===== config.mk =====
export PLATFORM = sky130hd
export DESIGN_NAME = mig_app_arbiter
export DESIGN_NICKNAME = d
export VERILOG_FILES = /design/src/rtl/mig_arb_pkg.sv /design/src/rtl/mig_tag_fifo.sv /design/src/rtl/mig_app_arbiter.sv
export SDC_FILE = /design/constraint.sdc
export NUM_CORES = 1
export LEC_CHECK = 0
export CAP_MARGIN = 20
export CORE_AREA = 2 2 649 651
export CTS_BUF_LIST = sky130_fd_sc_hd__clkbuf_2
export CTS_CLUSTER_SIZE = 14
export DETAILED_ROUTE_END_ITERATION = 12
export DIE_AREA = 0 0 651 653
export PLACE_DENSITY_LB_ADDON = 0.15
export SLEW_MARGIN = 20
export SYNTH_ARGS = -nofsm -noshare
export SYNTH_HDL_FRONTEND = slang
export SYNTH_SLANG_ARGS = --single-unit

===== constraint.sdc =====
create_clock -name ui_clk -period 32.8 [get_ports ui_clk]
set_input_delay 4.92 -clock ui_clk [delete_from_list [all_inputs] [get_ports ui_clk]]
set_output_delay 4.92 -clock ui_clk [all_outputs]
set_load 0.01 [all_outputs]

===== src/rtl/mig_arb_pkg.sv =====
// Shared types and constants for the two-port MIG app-interface arbiter.
// Command encodings match the mig_7series app_cmd field.
package mig_arb_pkg;

   localparam logic [2:0] CMD_WRITE = 3'b000;
   localparam logic [2:0] CMD_READ  = 3'b001;

   typedef enum logic [1:0] {
      S_CALIB,
      S_ARB,
      S_CMD
   } state_t;

   typedef logic port_id_t;

endpackage


===== src/rtl/mig_tag_fifo.sv =====
// Read-tag FIFO: remembers which port issued each outstanding read,
// in the order the MIG will return the data.
module mig_tag_fifo #(
   parameter int DEPTH = 16
) (
   input  logic clk,
   input  logic rst,
   input  logic push,
   input  logic pop,
   input  logic din,
   output logic dout,
   output logic full,
   output logic empty
);

   localparam int AW = $clog2(DEPTH);

   logic          mem [DEPTH];
   logic [AW-1:0] wptr;
   logic [AW-1:0] rptr;
   logic [AW:0]   cnt;
   logic          do_push;
   logic          do_pop;

   assign full    = (cnt == (AW+1)'(DEPTH));
   assign empty   = (cnt == '0);
   assign do_pop  = pop & ~empty;
   assign do_push = push & (~full | do_pop);
   assign dout    = mem[rptr];

   always_ff @(posedge clk or posedge rst) begin
      if (rst) begin
         wptr <= '0;
         rptr <= '0;
         cnt  <= '0;
      end else begin
         if (do_push) wptr <= wptr + 1'b1;
         if (do_pop)  rptr <= rptr + 1'b1;
         unique case ({do_push, do_pop})
            2'b10:   cnt <= cnt + 1'b1;
            2'b01:   cnt <= cnt - 1'b1;
            default: cnt <= cnt;
         endcase
      end
   end

   always_ff @(posedge clk) begin
      if (do_push) mem[wptr] <= din;
   end

endmodule


===== src/rtl/mig_app_arbiter.sv =====
// Round-robin arbiter sharing the MIG app interface between two clients,
// with in-order read data routed back by a tag FIFO.
module mig_app_arbiter
   import mig_arb_pkg::*;
#(
   parameter int ADDR_W    = 29,
   parameter int DATA_W    = 256,
   parameter int TAG_DEPTH = 16
) (
   input  logic                ui_clk,
   input  logic                ui_clk_sync_rst,
   input  logic                init_calib_complete,
   input  logic                rq0_valid,
   input  logic                rq0_cmd,
   input  logic [ADDR_W-1:0]   rq0_addr,
   input  logic [DATA_W-1:0]   rq0_wdata,
   output logic                rq0_ready,
   input  logic                rq1_valid,
   input  logic                rq1_cmd,
   input  logic [ADDR_W-1:0]   rq1_addr,
   input  logic [DATA_W-1:0]   rq1_wdata,
   output logic                rq1_ready,
   output logic [DATA_W-1:0]   rd0_data,
   output logic                rd0_valid,
   output logic [DATA_W-1:0]   rd1_data,
   output logic                rd1_valid,
   output logic                app_en,
   output logic [2:0]          app_cmd,
   output logic [ADDR_W-1:0]   app_addr,
   output logic [DATA_W-1:0]   app_wdf_data,
   output logic                app_wdf_wren,
   output logic                app_wdf_end,
   output logic [DATA_W/8-1:0] app_wdf_mask,
   input  logic                app_rdy,
   input  logic                app_wdf_rdy,
   input  logic [DATA_W-1:0]   app_rd_data,
   input  logic                app_rd_data_valid,
   output logic                tag_err
);

   state_t   state;
   port_id_t ptr;
   port_id_t cur_port;
   port_id_t win;
   port_id_t tag_head;
   logic     cmd_done;
   logic     dat_done;
   logic     full;
   logic     empty;
   logic     elig0;
   logic     elig1;
   logic     gnt;
   logic     win_rd;
   logic     cmd_ok;
   logic     dat_ok;
   logic     c_nxt;
   logic     d_nxt;
   logic     push;
   logic     pop;

   assign app_wdf_mask = '0;

   // A read may only win while there is room to remember its tag.
   assign elig0  = rq0_valid & (~rq0_cmd | ~full);
   assign elig1  = rq1_valid & (~rq1_cmd | ~full);
   assign win    = (elig0 & elig1) ? ptr : elig1;
   assign gnt    = (state == S_ARB) & init_calib_complete
                 & (elig0 | elig1);
   assign rq0_ready = gnt & (win == 1'b0);
   assign rq1_ready = gnt & (win == 1'b1);
   assign win_rd = win ? rq1_cmd : rq0_cmd;

   assign cmd_ok = app_en & app_rdy;
   assign dat_ok = app_wdf_wren & app_wdf_rdy;
   assign c_nxt  = cmd_done | cmd_ok;
   assign d_nxt  = dat_done | dat_ok;
   assign push   = cmd_ok & (app_cmd == CMD_READ);
   assign pop    = app_rd_data_valid & ~empty;

   always_ff @(posedge ui_clk or posedge ui_clk_sync_rst) begin
      if (ui_clk_sync_rst) begin
         state        <= S_CALIB;
         ptr          <= 1'b0;
         cur_port     <= 1'b0;
         cmd_done     <= 1'b0;
         dat_done     <= 1'b0;
         app_en       <= 1'b0;
         app_cmd      <= CMD_WRITE;
         app_addr     <= '0;
         app_wdf_data <= '0;
         app_wdf_wren <= 1'b0;
         app_wdf_end  <= 1'b0;
      end else begin
         unique case (state)
            S_CALIB: begin
               if (init_calib_complete) state <= S_ARB;
            end
            S_ARB: begin
               if (!init_calib_complete) begin
                  state <= S_CALIB;
               end else if (gnt) begin
                  app_cmd      <= win_rd ? CMD_READ : CMD_WRITE;
                  app_addr     <= win ? rq1_addr : rq0_addr;
                  app_wdf_data <= win ? rq1_wdata : rq0_wdata;
                  ptr          <= ~win;
                  cur_port     <= win;
                  app_en       <= 1'b1;
                  app_wdf_wren <= ~win_rd;
                  app_wdf_end  <= ~win_rd;
                  cmd_done     <= 1'b0;
                  dat_done     <= win_rd;
                  state        <= S_CMD;
               end
            end
            S_CMD: begin
               // Command and data handshakes complete independently.
               if (cmd_ok) app_en <= 1'b0;
               if (dat_ok) begin
                  app_wdf_wren <= 1'b0;
                  app_wdf_end  <= 1'b0;
               end
               cmd_done <= c_nxt;
               dat_done <= d_nxt;
               if (c_nxt && d_nxt) state <= S_ARB;
            end
            default: state <= S_CALIB;
         endcase
      end
   end

   always_ff @(posedge ui_clk or posedge ui_clk_sync_rst) begin
      if (ui_clk_sync_rst) begin
         rd0_valid <= 1'b0;
         rd1_valid <= 1'b0;
         rd0_data  <= '0;
         rd1_data  <= '0;
         tag_err   <= 1'b0;
      end else begin
         rd0_valid <= 1'b0;
         rd1_valid <= 1'b0;
         if (app_rd_data_valid) begin
            if (empty) begin
               tag_err <= 1'b1;
            end else if (tag_head == 1'b0) begin
               rd0_valid <= 1'b1;
               rd0_data  <= app_rd_data;
            end else begin
               rd1_valid <= 1'b1;
               rd1_data  <= app_rd_data;
            end
         end
      end
   end

   mig_tag_fifo #(
      .DEPTH (TAG_DEPTH)
   ) u_tag_fifo (
      .clk   (ui_clk),
      .rst   (ui_clk_sync_rst),
      .push  (push),
      .pop   (pop),
      .din   (cur_port),
      .dout  (tag_head),
      .full  (full),
      .empty (empty)
   );

endmodule


; ---- Word-level counts from Yosys, hierarchy flattened
; Memory sizes are Yosys's and may differ from the RTL's.
; Cells that the tools add are included.
[word_totals]
reg_bits = 824
ram_bits = 16
in_bits = 836
out_inout_bits = 840
wordCells = 108
memories = 1
[op_classes]
n_addsub = 4
eq_ne = 13
mux = 33
bitwise = 26
reduce_logical = 13
[memory_table]
columns = name, depth, width, read_ports, rd_ports_with_merged_regs, write_ports, line
row1 = u_tag_fifo.mem, 16, 1, 1, 0, 1, mig_tag_fifo.sv:18  ; logic mem [DEPTH];
[ops]
columns = op, count
row1 = 2-to-1 mux 256 bit, 1
row2 = 2-to-1 mux 29 bit, 1
row3 = 2-to-1 mux 1 bit, 21
row4 = AND reduction 3 bit, 5
row5 = bitwise AND 1 bit, 13
row6 = != test 2 bit (second input constant), 6
row7 = case mux 5 bit (2 select lines), 1
row8 = adder 4 x 1 -> 4 bit (second input constant), 2
row9 = 2-to-1 mux 2 bit, 4
row10 = case mux 1 bit (2 select lines), 4
row11 = AND reduction 4 bit, 2
row12 = inverter 1 bit, 7
row13 = bitwise OR 1 bit, 6
row14 = case mux 2 bit (3 select lines), 1
row15 = adder 5 x 1 -> 5 bit (second input constant), 1
row16 = equality test 5 bit (second input constant), 1
row17 = logical NOT 5 bit, 1
row18 = subtractor 5 x 1 -> 5 bit (second input constant), 1
row19 = equality test 2 x 1 -> 1 bit (second input constant), 2
row20 = equality test 2 bit (second input constant), 2
row21 = nonzero test 2 bit, 2
row22 = equality test 3 x 1 -> 1 bit (second input constant), 1
row23 = != test 3 bit (second input constant), 1
row24 = logical NOT 2 bit, 1
row25 = 2 further kinds, 2

; ---- Depth between registers and ports, before layout
[logic_depth]
ltp_word = 11
ltp_mapped = 14
depth_no_buf = 12

; ---- Modules after synthesis
; Synthesis repeated with hierarchy kept, for this count alone.
[unflattened]
cells_unflattened = 3082
hier_area_um2 = 33244.4
[by_module_without_submodules]
columns = mod, instances, cells_each, area_per_inst_um2, seq_area_each_um2
row1 = mig_app_arbiter, 1, 2949, 31630.3, 20244.4
row2 = mig_tag_fifo, 1, 133, 1614.0, 805.8

; ---- Least setup slack after synthesis
; OpenSTA, ideal clock, no wires.
[synth_timing]
path_kind = input to output
startpoint = input port init_calib_complete
endpoint = output port rq1_ready
arrival_ns = 5.919
required_time_ns = 27.880
path_slack_ns = 21.961
cell_stages = 4
path_buffers = 1
path_cell_list = nor2b_1 nand2_1 a311oi_2 clkbuf_1
[synth_via]
elab_chain_len = 3
[synth_rtl]
columns = element, line
row1 = from (decl), mig_app_arbiter.sv:12  ; input logic init_calib_complete,
row2 = bitwise AND 1 bit, mig_app_arbiter.sv:67  ; assign gnt = (state == S_ARB) & init_calib_complete
row3 = bitwise AND 1 bit, mig_app_arbiter.sv:68  ; & (elig0 | elig1);
row4 = bitwise AND 1 bit, mig_app_arbiter.sv:70  ; assign rq1_ready = gnt & (win == 1'b1);
row5 = to (decl), mig_app_arbiter.sv:22  ; output logic rq1_ready,
; No other way between the ends.

; ---- Worst setup path in the final report
[layout_timing]
startpoint = input port init_calib_complete
endpoint = output port rq0_ready
[layout_via]
elab_chain_len = 3
[layout_rtl]
columns = element, line
row1 = bitwise AND 1 bit, mig_app_arbiter.sv:67
row2 = bitwise AND 1 bit, mig_app_arbiter.sv:68
row3 = bitwise AND 1 bit, mig_app_arbiter.sv:69  ; assign rq0_ready = gnt & (win == 1'b0);
row4 = to (decl), mig_app_arbiter.sv:17  ; output logic rq0_ready,
; No other way between the ends.

==> out/metrics.csv <==
stage,metric,value,unit
outcome,status,completed,
setup_path,Max stage delay on crit path,720,ps
setup_path,FF-to-FF path depth,10,
global_route,largest net degree at the start of global routing,158,
logic_synthesis,Synth top area share,61.5,%
sta,fin crit share,38.6,%
setup_path,Crit. End Element,output pin,
die,Core Area,418000,sq um
cells_and_area,total of fill cells in the finished design,47000,
logic_synthesis,fraction of registers with async set/reset,98.1,%
logic_synthesis,number of synthesized flops with an enable pin,16,
cells_and_area,"Core Util, Final",14.1,%
logic_synthesis,top post-synthesis cells by count,"dfrtp_1 (822), mux2_2 (513), a221o_1 (286)",
clocking,Clock transition at path regs,80,ps
worst_hold_path,Worst Hold Class,reg -> reg,
power,total chip power,5630,uW
placement,post-DP HPWL,211000,um
clocking,clk_lat worst skew,1790,ps
cells_and_area,footprint of the multi-input gates,11500,sq um
placement,Post-DP Area,56200,sq um
drt,WL/cell,26.4,um
drt,DRT Pass-1 Iters,5,
die,row cnt,238,
sta,unrepaired setup endpoints after global routing,false,
setup_path,Setup CP Type,in -> out,
clocking,clock root buffer,clkbuf_2,
clocking,clk buf depth,4,
die,Top-Level Pins,1676,
placement,GP Congestion,0.796,
die,full die area,425000,sq um
global_route,initial antenna violation count,198,
logic_synthesis,Area contributors post-synth,"dfrtp_1 (61%), mux2_2 (17%), a221o_1 (8.6%)",
clocking,"Gates resized, CTS repair",0,
placement,PortBufs,1641,
global_route,GRT Util Overall,11.7,%
setup_path,Worst EP arrival,7740,ps
logic_synthesis,cell count after synthesis,2254,
clocking,CTS Sinks,838,
sta,"Min Clock Period, post-route",12660,ps
cells_and_area,Final nets,4913,
cells_and_area,design area,58900,sq um
cells_and_area,share of cells above drive strength 1,23.6,%
power,Leakage,0.0226,uW
setup_path,WP data required,27880,ps
run,max_cap viols,0,
power,PwrDens,95.6,nW/um^2
logic_synthesis,Main synth FF type,dfrtp_1,
logic_synthesis,synth warn,0,
clocking,hold_buf cts,0,
sta,final hold violation count,0,
sta,worst clock skew,248,ps
clocking,# H-tree levels,5,
drt,vias per cell,2.91,
setup_path,CP Cell Sequence,clkdlybuf4s50_1 > nor2b_1 > nand2_1 > a211oi_4 > buf_4 > clkdlybuf4s50_1,
power,VDD IR max,0.0000362,V
sta,Slew @ Worst Pin,1060,ps
logic_synthesis,sequential element share of the synthesized area,62.9,%
worst_hold_path,Hold Path Depth,1,
logic_synthesis,largest area contributor in the netlist,dfrtp_1,
cells_and_area,FF/Latch Area,21100,sq um
die,height of the die,653,um
setup_path,startpoint types,input pin,
clocking,"Setup Fix Bufs, Post-CTS",0,
logic_synthesis,"FF+latch count, synth",838,
logic_synthesis,cell area after synthesis,33500,sq um
setup_path,Worst path slowest cell,clkdlybuf4s50_1,
drt,vias,28600,
drt,Residual DRC,0,
global_route,first-pass GRT wire length,328000,um
die,Initial Utilization,8.00,%
sta,Max Clk Rate,79.0,MHz
drt,ANT nets after route,0,
setup_path,most frequent CP cell,clkdlybuf4s50_1,
die,DIE WIDTH,651,um
setup_path,crit path max fanout,34,
sta,max_slew headroom,29.5,%
drt,1st-iter DRT viols,1365,
sta,Final setup violation count,0,
clocking,Num CTS Buffers,289,
clocking,TritonCTS clock tree,yes,
cells_and_area,Syn-to-layout area delta,76.0,%
global_route,total gr overflow,0,
sta,post-route setup TNS,0,ps
logic_synthesis,Syn Area/Cell,14.8,sq um
logic_synthesis,number of library cell types mapped by synthesis,40,
global_route,vias in the first global route,30300,
sta,Slew Limit Fails,0,
logic_synthesis,"count leader, synth",dfrtp_1,
drt,WL final,260000,um
worst max-delay path: cells and delay by family:
kind | cells | cell delay, ps
simple gates | 2 | 450
compound gates | 1 | 430
buf+inv | 3 | 1860
sequential cells by signal, summed over array words and instances, names as in the netlist:
signal           flops
rd1_valid            1
rd1_data           256
u_tag_fifo.mem      16
app_cmd              1
u_tag_fifo.rptr      4
app_en               1
app_wdf_data       256
cur_port             1
u_tag_fifo.cnt       5
app_addr            29
tag_err              1
u_tag_fifo.wptr      4
cmd_done             1
rd0_valid            1
ptr                  1
app_wdf_end          1
state                2
rd0_data           256
dat_done             1
path summary, 6_finish.rpt:
kind / end / from / slack (ps)
max: rq0_ready / init_calib_complete / 20140
min reg2reg: u_tag_fifo.cnt[4] / u_tag_fifo.cnt[4] / 500
min in group asynchronous: rd0_data[19] / ui_clk_sync_rst / 3740
min: u_tag_fifo.cnt[4] / u_tag_fifo.cnt[4] / 500
max in group asynchronous: app_wdf_data[155] / ui_clk_sync_rst / 24870
max reg2reg: rd1_data[21] / u_tag_fifo.rptr[0] / 27070
cell usage in the layout (no fill, tap or decap), types with 6 or more instances in the layout:
cell type,n
conb_1,34
edfxtp_1,16
ha_1,9
a221o_1,286
nand2_1,21
and2_1,151
nand3_1,7
mux2_2,513
nor2_1,6
mux2i_1,8
o21ai_0,6
clkinvlp_4,7
diode_2,78
and2_0,150
clkinv_1,17
xnor2_1,7
clkdlybuf4s50_1,1641
clkbuf_2,410
buf_4,32
dfrtp_1,822
inv_1,10
a21oi_1,8
report_power, final:
group | internal (uW) | switching [uW]
Combinational | 1540 | 1300
Sequential | 1550 | 318
Clock | 362 | 569
Total | 3450 | 2180
metrics by stage:
stage	hold WS (ps)	setup slack, ps	instances
4_1_cts	503	20080	9749
6_report	497	20140	9829
3_5_place_dp	473	20090	9295
2_1_floorplan	456	4790	2287
3_3_place_gp	464	20000	9295
5_1_grt	522	19970	9799
per-layer routing:
| metal | share of wire, % | global-route usage, % |
|---|---|---|
| met5 | 0.15 | 0 |
| met3 | 8.9 | 4.87 |
| met2 | 54 | 21.8 |
| met4 | 3.4 | 4.60 |
| met1 | 34 | 11.3 |
logic make-up (layout without fill, tap and decap cells):
logic type / Yosys count / after routing / share of synthesized area [%]
DFF: 838 / 838 / 62.9
buffers and inverters: 201 / 2145 / 3.27
xor gates and xnor gates: 12 / 12 / 0.314
and+or+nand+nor: 352 / 352 / 6.38
adders and majority gates: 9 / 9 / 0.337
muxes: 521 / 521 / 17.5
AOI/OAI and AO/OA: 320 / 320 / 9.26
other: 1 / 112 / 0.0112
cell type report:
| type | count | area share [%] |
|---|---|---|
| multi-input combinational | 1248 | 19.5 |
| clock inverter | 44 | 0.572 |
| clock buffer | 410 | 3.48 |
| antenna | 78 | 0.331 |
| sequential | 838 | 35.7 |
| inverter | 12 | 0.102 |
| timing repair buffer | 1679 | 28.5 |
| tap | 5520 | 11.7 |
No activity file was read; power rests on OpenSTA's default activity.
